[config.mk]
export PLATFORM = sky130hd
export DESIGN_NAME = boot_loader_ctrl
export DESIGN_NICKNAME = d
export VERILOG_FILES = /design/src/rtl/boot_loader_ctrl.sv
export SDC_FILE = /design/constraint.sdc
export NUM_CORES = 1
export LEC_CHECK = 0
export BUFFER_PORTS_ARGS = -buffer_cell sky130_fd_sc_hd__buf_4
export CELL_PAD_IN_SITES_DETAIL_PLACEMENT = 1
export CELL_PAD_IN_SITES_GLOBAL_PLACEMENT = 1
export CORE_MARGIN = 2
export CORE_UTILIZATION = 51
export CTS_BUF_LIST = sky130_fd_sc_hd__clkbuf_8
export CTS_CLUSTER_SIZE = 20
export DETAILED_ROUTE_END_ITERATION = 8
export PLACE_DENSITY_LB_ADDON = 0.1
export SLEW_MARGIN = 30
export SYNTH_ARGS = -nofsm -noshare
export SYNTH_HDL_FRONTEND = slang
export SYNTH_SLANG_ARGS = --single-unit
[constraint.sdc]
create_clock -name clk -period 5.1 [get_ports clk]
set_input_delay 0.51 -clock clk [delete_from_list [all_inputs] [get_ports clk]]
set_output_delay 0.51 -clock clk [all_outputs]
set_load 0.02 [all_outputs]
[src/rtl/boot_loader_ctrl.sv]
// Power-up program loader: sends a sync byte, receives a length-prefixed program over UART
// and writes it into instruction memory. Optional trailing XOR checksum: BOOT_LOADER_CHECKSUM_EN.
module boot_loader_ctrl #(
    parameter int unsigned IMEM_ADDR_W = 14,
    parameter logic [7:0]  SYNC_BYTE   = 8'hAA
) (
    input  logic                   clk,
    input  logic                   rstn,
    input  logic                   go,
    input  logic [7:0]             rx_data,
    input  logic                   rx_valid,
    input  logic                   tx_busy,
    output logic [7:0]             tx_data,
    output logic                   tx_req,
    output logic                   imem_we,
    output logic [IMEM_ADDR_W-1:0] imem_addr,
    output logic [31:0]            imem_din,
    output logic [2:0]             mode,
    output logic                   cpu_rstn,
    output logic [IMEM_ADDR_W:0]   words_loaded,
    output logic                   err
);
    localparam logic [2:0]  MODE_LOAD  = 3'd1;
    localparam logic [2:0]  MODE_EXEC  = 3'd2;
    localparam logic [2:0]  MODE_ERROR = 3'd3;
    localparam logic [32:0] LEN_CAP    = 33'd1 << IMEM_ADDR_W;

`ifdef BOOT_LOADER_CHECKSUM_EN
    typedef enum logic [2:0] {
        S_IDLE, S_SYNC, S_LEN, S_WORDS, S_CHECK, S_DRAIN, S_DONE, S_ERROR
    } state_t;
`else
    typedef enum logic [2:0] {
        S_IDLE, S_SYNC, S_LEN, S_WORDS, S_DRAIN, S_DONE, S_ERROR
    } state_t;
`endif

    state_t      state;
    logic [1:0]  byte_cnt;
    logic [31:0] len;
    logic        len_full;
    logic [23:0] asm_word;
    logic        len_too_big;
    logic        last_word;

    assign len_too_big = {1'b0, len} > LEN_CAP;
    // The write being issued this cycle is word index len-1.
    assign last_word   = imem_we && (32'(words_loaded) == len - 32'd1);

`ifdef BOOT_LOADER_CHECKSUM_EN
    logic [7:0] csum;
    logic [7:0] chk_byte;
    logic       chk_got;
    logic       byte_accept;

    // Every length or data byte the FSM keeps is folded into the running XOR.
    assign byte_accept = rx_valid && (
        (state == S_LEN && (!len_full || (len != 32'd0 && !len_too_big))) ||
        (state == S_WORDS && !last_word));

    always_ff @(posedge clk or negedge rstn) begin
        if (!rstn) begin
            csum <= '0;
        end else if (byte_accept) begin
            csum <= csum ^ rx_data;
        end
    end
`endif

    // NOTE: all state and outputs use non-blocking assignments so every output is a clean flop.
    always_ff @(posedge clk or negedge rstn) begin
        if (!rstn) begin
            state        <= S_IDLE;
            tx_data      <= '0;
            tx_req       <= 1'b0;
            imem_we      <= 1'b0;
            imem_addr    <= '0;
            imem_din     <= '0;
            mode         <= '0;
            cpu_rstn     <= 1'b0;
            words_loaded <= '0;
            err          <= 1'b0;
            byte_cnt     <= '0;
            len          <= '0;
            len_full     <= 1'b0;
            asm_word     <= '0;
`ifdef BOOT_LOADER_CHECKSUM_EN
            chk_byte     <= '0;
            chk_got      <= 1'b0;
`endif
        end else begin
            tx_req  <= 1'b0;
            imem_we <= 1'b0;
            case (state)
                S_IDLE: begin
                    if (go) begin
                        state <= S_SYNC;
                        mode  <= MODE_LOAD;
                    end
                end
                S_SYNC: begin
                    if (!tx_busy) begin
                        tx_data <= SYNC_BYTE;
                        tx_req  <= 1'b1;
                        state   <= S_LEN;
                    end
                end
                S_LEN: begin
                    if (len_full) begin
                        len_full <= 1'b0;
                        if (len == 32'd0) begin
                            state <= S_DRAIN;
                        end else if (len_too_big) begin
                            state <= S_ERROR;
                            mode  <= MODE_ERROR;
                            err   <= 1'b1;
                        end else begin
                            state <= S_WORDS;
                            if (rx_valid) begin
                                asm_word <= {asm_word[15:0], rx_data};
                                byte_cnt <= byte_cnt + 2'd1;
                            end
                        end
                    end else if (rx_valid) begin
                        len      <= {len[23:0], rx_data};
                        byte_cnt <= byte_cnt + 2'd1;
                        if (byte_cnt == 2'd3) begin
                            len_full <= 1'b1;
                        end
                    end
                end
                S_WORDS: begin
                    if (imem_we) begin
                        words_loaded <= words_loaded + 1'b1;
                    end
                    if (last_word) begin
`ifdef BOOT_LOADER_CHECKSUM_EN
                        state <= S_CHECK;
                        if (rx_valid) begin
                            chk_byte <= rx_data;
                            chk_got  <= 1'b1;
                        end
`else
                        state <= S_DRAIN;
`endif
                    end else if (rx_valid) begin
                        asm_word <= {asm_word[15:0], rx_data};
                        byte_cnt <= byte_cnt + 2'd1;
                        if (byte_cnt == 2'd3) begin
                            imem_we   <= 1'b1;
                            imem_din  <= {asm_word, rx_data};
                            imem_addr <= words_loaded[IMEM_ADDR_W-1:0];
                        end
                    end
                end
`ifdef BOOT_LOADER_CHECKSUM_EN
                S_CHECK: begin
                    if (chk_got) begin
                        chk_got <= 1'b0;
                        if (chk_byte == csum) begin
                            state <= S_DRAIN;
                        end else begin
                            state <= S_ERROR;
                            mode  <= MODE_ERROR;
                            err   <= 1'b1;
                        end
                    end else if (rx_valid) begin
                        chk_byte <= rx_data;
                        chk_got  <= 1'b1;
                    end
                end
`endif
                // One idle cycle lets the last write land before the core leaves reset.
                S_DRAIN: begin
                    state    <= S_DONE;
                    mode     <= MODE_EXEC;
                    cpu_rstn <= 1'b1;
                end
                S_DONE:  state <= S_DONE;
                S_ERROR: state <= S_ERROR;
                default: state <= S_IDLE;
            endcase
        end
    end

endmodule

# --- Word-level counts from Yosys, hierarchy flattened ---
# Cells that the tools add are included.
word_totals:
  output_inout_bits: 76
  inputBits: 13
  ramBits: 0
  mem_bits_ro: 0
  register_bits: 131
  mem_count: 0
  latch_bits: 0
classes:
  bitwise_logic: 4
  magnitude_cmp: 1
  add_sub_neg: 3
  n_reduce_logical: 15
  n_div: 0
  n_mux: 30
  mul: 0
  n_eq_ne: 18
  shift: 0
ops:
  columns: ["cell", "n"]
  rows:
  - ["$mux 24", 5]
  - ["$pmux 24 s2", 1]
  - ["$eq 15x32->1", 1]
  - ["$gt 32x15->1 const B", 1]
  - ["$logic_not 32->1", 1]
  - ["$sub 32x1->32 const B", 1]
  - ["$mux 3", 9]
  - ["$pmux 3 s6", 1]
  - ["$ne 2x2->1 const B", 8]
  - ["$reduce_and 4->1", 4]
  - ["$add 15x1->15 const B", 1]
  - ["$mux 2", 5]
  - ["$reduce_and 5->1", 2]
  - ["$eq 3x3->1 const B", 3]
  - ["$pmux 3 s3", 1]
  - ["$mux 1", 7]
  - ["$eq 3x2->1 const B", 2]
  - ["$ne 3x3->1 const B", 2]
  - ["$not 1->1", 4]
  - ["$pmux 2 s2", 1]
  - ["$reduce_and 2->1", 2]
  - ["$eq 3x1->1 const B", 1]
  - ["$logic_not 3->1", 1]
  - ["$reduce_and 3->1", 1]
  - ["6 further kinds", 6]

# --- Logic depth before layout (Yosys ltp) ---
logic_depth:
  word_depth: 6
  mapped_depth: 13
  mapped_depth_nobuf: 10

# --- Worst setup path after synthesis ---
# Ideal clock, no wire load.
synth_timing:
  path_kind: "flip-flop to flip-flop"
  from: "reg len[0]"
  to: "reg imem_addr[13]"
  stages_incl_launch_ff: 14
  synth_period_minus_slack_ns: 3.285
  n_path_buf: 3
  slack_ns: 1.815
  required_ns: 4.975
  arrival_time_ns: 3.159
  path_cell_list: "dfrtp_1 inv_1 ha_1 nor3b_2 nand4_1 buf_2 o21a_1 nor4_1 nand4_2 nor4_4 a21oi_2 buf_6 buf_6 mux2_4"
synth_via:
  elab_chain_len: 5
synth_lines:
  columns: ["item", "line_no", "rtl"]
  rows:
  - ["start: declaration", "40", "logic [31:0] len;"]
  - ["start signal: assignment", "125", "len <= {len[23:0], rx_data};"]
  - ["$sub 32x1->32", "48", "assign last_word = imem_we && (32'(words_loaded) == len - 32'd1);"]
  - ["$eq 15x32->1", "48", null]
  - ["$logic_and 1x1->1", "48", null]
  - ["$not 1->1 (no line)", null, null]
  - ["$reduce_and 4->1 (no line)", null, null]
  - ["end signal: assignment", "152", "imem_addr <= words_loaded[IMEM_ADDR_W-1:0];"]
  - ["end: declaration", "16", "output logic [IMEM_ADDR_W-1:0] imem_addr,"]
# No other way between the ends.
# A chain may end at the register's enable or synchronous reset.

# --- Final worst setup path ---
layout_timing:
  from: "reg len[4]"
  to: "reg imem_addr[0]"
# Same word-level chain as after synthesis.

==> reports/summary.txt <==
Outcome: finished, final reports clean
Final standard cell count with taps included and fillers excluded: 827
Final weighted congestion in routability-driven placement: 0.873
Total instance count after detailed placement: 795
Area share of the leading cell type in the synthesized netlist: 50.0%
Max IR drop VDD: 333 uV
Fin nets: 658
Area of the die: 13700 um^2
DRC: 0
H-tree levels: 4
Via density: 5.87
Crit path arrival time: 4600 ps
Total area of multi-input combinational cells: 3030 um^2
Leakage dissipation: 3.42 nW
Top flip-flop cell by instance count after synthesis: dfrtp_1
Kind of critical path: reg2reg
Clock buffers created by TritonCTS: 17
Aggregate routed wire length: 16700 um
Tot GR Track Use: 25.9%
Reg2Reg Setup Slack: 830 ps
Width of the die: 117 um
Count leader, synth: dfrtp_1
Total setup buffers inserted after CTS: 0
Fin util: 60.9%
Syn Inst Count: 566
Post-synth top cells: dfrtp_1, nand2_1, mux2_2, nand3_1, mux2_4
Switching power: 1.81 mW
Final number of hold-violating endpoints: 0
Start of the worst register-to-register path: len[4]
DR iter-0 viols: 277
Initial core utilization: 52.0%
Switching part of the total: 39.8%
Cell row count: 41
Buffer depth of the longest clock path: 2
Clock period minus worst slack: 4270 ps
TritonCTS clock tree: done
Total number of yosys warnings: 0
Max transition margin: 52.8%
Clock-pin slew on the worst setup and hold paths: 70 ps
Count of hold-fix buffers inserted at cts: 0
Part of the cycle the worst path needs: 83.7%
Filler cells: 1355
Pwr Density: 596 nW/um^2
Mapped Area: 6510 um^2
Worst clock skew: 11.8 ps
Diode insertion count for antenna repair: 0
Pin count of the biggest net entering global routing: 56
Power share of the combinational group: 40.1%
Grt ovf: 0
Max incr delay on CP: 650 ps
Reg-to-Reg End: imem_addr[0]
Ys async rst share: 100%
Top post-synthesis cells by area: dfrtp_1, mux2_2, mux2_4
Summed negative setup slack over all endpoints: 0 ps
Half-perimeter wire length after placement: 11500 um
Overall power of the completed layout: 4.54 mW
Critical Path End: imem_addr[0]
Area taken by flip-flops and latches: 3250 um^2
Initial antenna violation count: 0
Detailed-router iteration count before antenna repair: 4
Average wire per cell in the routed design: 20.2 um
Unrepaired setup endpoints after global routing: false
Hold WC Path Type: in2async
Internal power of the cells: 2.73 mW
Sinks on Clock Net: 130
Mean cell area of the mapped netlist: 11.5 um^2
Clock latency on the worst-skew pair: 450 ps
Power share of the sequential group: 40.7%
Total via count in the routed design: 4852
Clock share of power: 19.1%
Root buffer cell: clkbuf_8
Startpoint Class: flop
Launching element of the worst setup path: len[4]
Post-DRT Antenna Nets: 0
Number of global-route vias before repair: 5034
Flop and latch count out of synthesis: 130
Seq/Total Area, Yosys: 50.0%
Sequence of cells on the critical path: nor4_4, nand4_1, or4_1, nand3_1, nand4_2, nor4_4, a21oi_4, buf_4, mux2_1
Area added between synthesis and finish: 17.1%
Vertical extent of the die: 117 um
I/O pin count: 89
Max-capacitance violation count: 0
Max stage delay cell, worst path: or4_1
Worst Path Required: 5430 ps
IO buf count: 83
Total of cells resized after clock tree synthesis: 0
Maximum net fanout on the critical path: 33
Setup violations, final: 0
Fraction of final layout cells sized beyond drive strength 1: 32.5%
Crit path top cell by count: nor4_4
Measured slew at the worst slew-check pin: 707 ps
FMAX: 0.234 GHz
Post-synth EDFFs: 0
Category of the worst setup path capture point: flop
Library cell with the largest summed area after synthesis: dfrtp_1
Global-route wire length before repair: 26800 um
Area of the core: 12500 um^2
Final count of pins violating max slew: 0
Worst reg-to-reg path cell count: 9
Number of distinct standard cells referenced by the synthesized netlist: 68
## power by group through the flow
stage	registers [mW]	clock network, mW	logic [mW]
floorplan	1.83	0	1.20
global placement	1.83	0	1.74
detailed placement	1.86	0	1.83
CTS	1.85	0.897	1.84
global route	1.91	0.935	2.00
finish	1.85	0.870	1.82
## per-stage QoR
step	cell area [um^2]	hold WS [ps]	setup slack, ps
3_3_place_gp	7230	445	1050
5_1_grt	7620	47.0	503
6_report	7620	39.7	832
3_5_place_dp	7230	450	818
2_1_floorplan	6520	214	1820
4_1_cts	7620	27.2	824
## worst min-delay path by stage
stage	from	end	slack, ps	cells after the start
2_1_floorplan	rstn	asm_word[0]	210	0
3_3_place_gp	cpu_rstn	cpu_rstn	450	1
3_5_place_dp	cpu_rstn	cpu_rstn	450	1
4_1_cts	rstn	len[20]	30	1
5_1_grt	rstn	len[23]	50	1
6_report	rstn	mode[1]	40	1
## cells by family (layout without fill, tap and decap cells)
kind of cell,count (synthesis),count (layout),synth area share (%)
AO/OA/AOI/OAI,76,76,9.61
XOR/XNOR,35,35,4.71
adder cells (fa/ha/maj),3,3,0.577
buffers and inverters,49,134,3.96
flip-flops,130,130,50.0
multiplexers,78,78,15.2
other,1,5,0.0576
AND/OR/NAND/NOR,194,194,15.9
## cell usage in the layout, fill, tap and decap left out, types with 7 or more instances in the layout
cell type and instances:
a221o_1 24, buf_4 93, clkbuf_8 20, dfrtp_1 130
inv_1 12, mux2_1 7, mux2_2 42, mux2_4 29
nand2_1 71, nand3_1 37, nand4_1 9, nor2_1 17
nor3_1 8, o21ai_0 10, xnor2_1 22, xor2_1 13
## worst max-delay path, delay by kind of cell (launching register included)
kind	cells	cell delay (ps)
AO/OA/AOI/OAI	1	290
buffers and inverters	1	390
flip-flops	1	500
multiplexers	1	380
AND/OR/NAND/NOR	6	2560
## routing by layer
metal	vias to the layer above	track usage, %	wire (um)
met5	-	0	0
met1	2498	34.0	7400
met4	0	8.00	290
li1	2201	-	-
met2	128	42.2	8350
met3	25	7.16	702
## cell type report
cell class	count	area share, %
multi-input combinational	391	39.7
inverter	9	0.443
clock buffer	20	3.61
tap	172	2.82
timing repair buffer	93	9.16
sequential	130	42.7
clock inverter	12	1.53
## flip-flops by register name (all words and copies together) (netlist names)
signal,count
len_full,1
err,1
asm_word,24
tx_req,1
imem_addr,14
state,3
mode,2
tx_data,1
words_loaded,15
cpu_rstn,1
byte_cnt,2
len,32
imem_din,32
imem_we,1
Power figures use the tool's default switching activity.
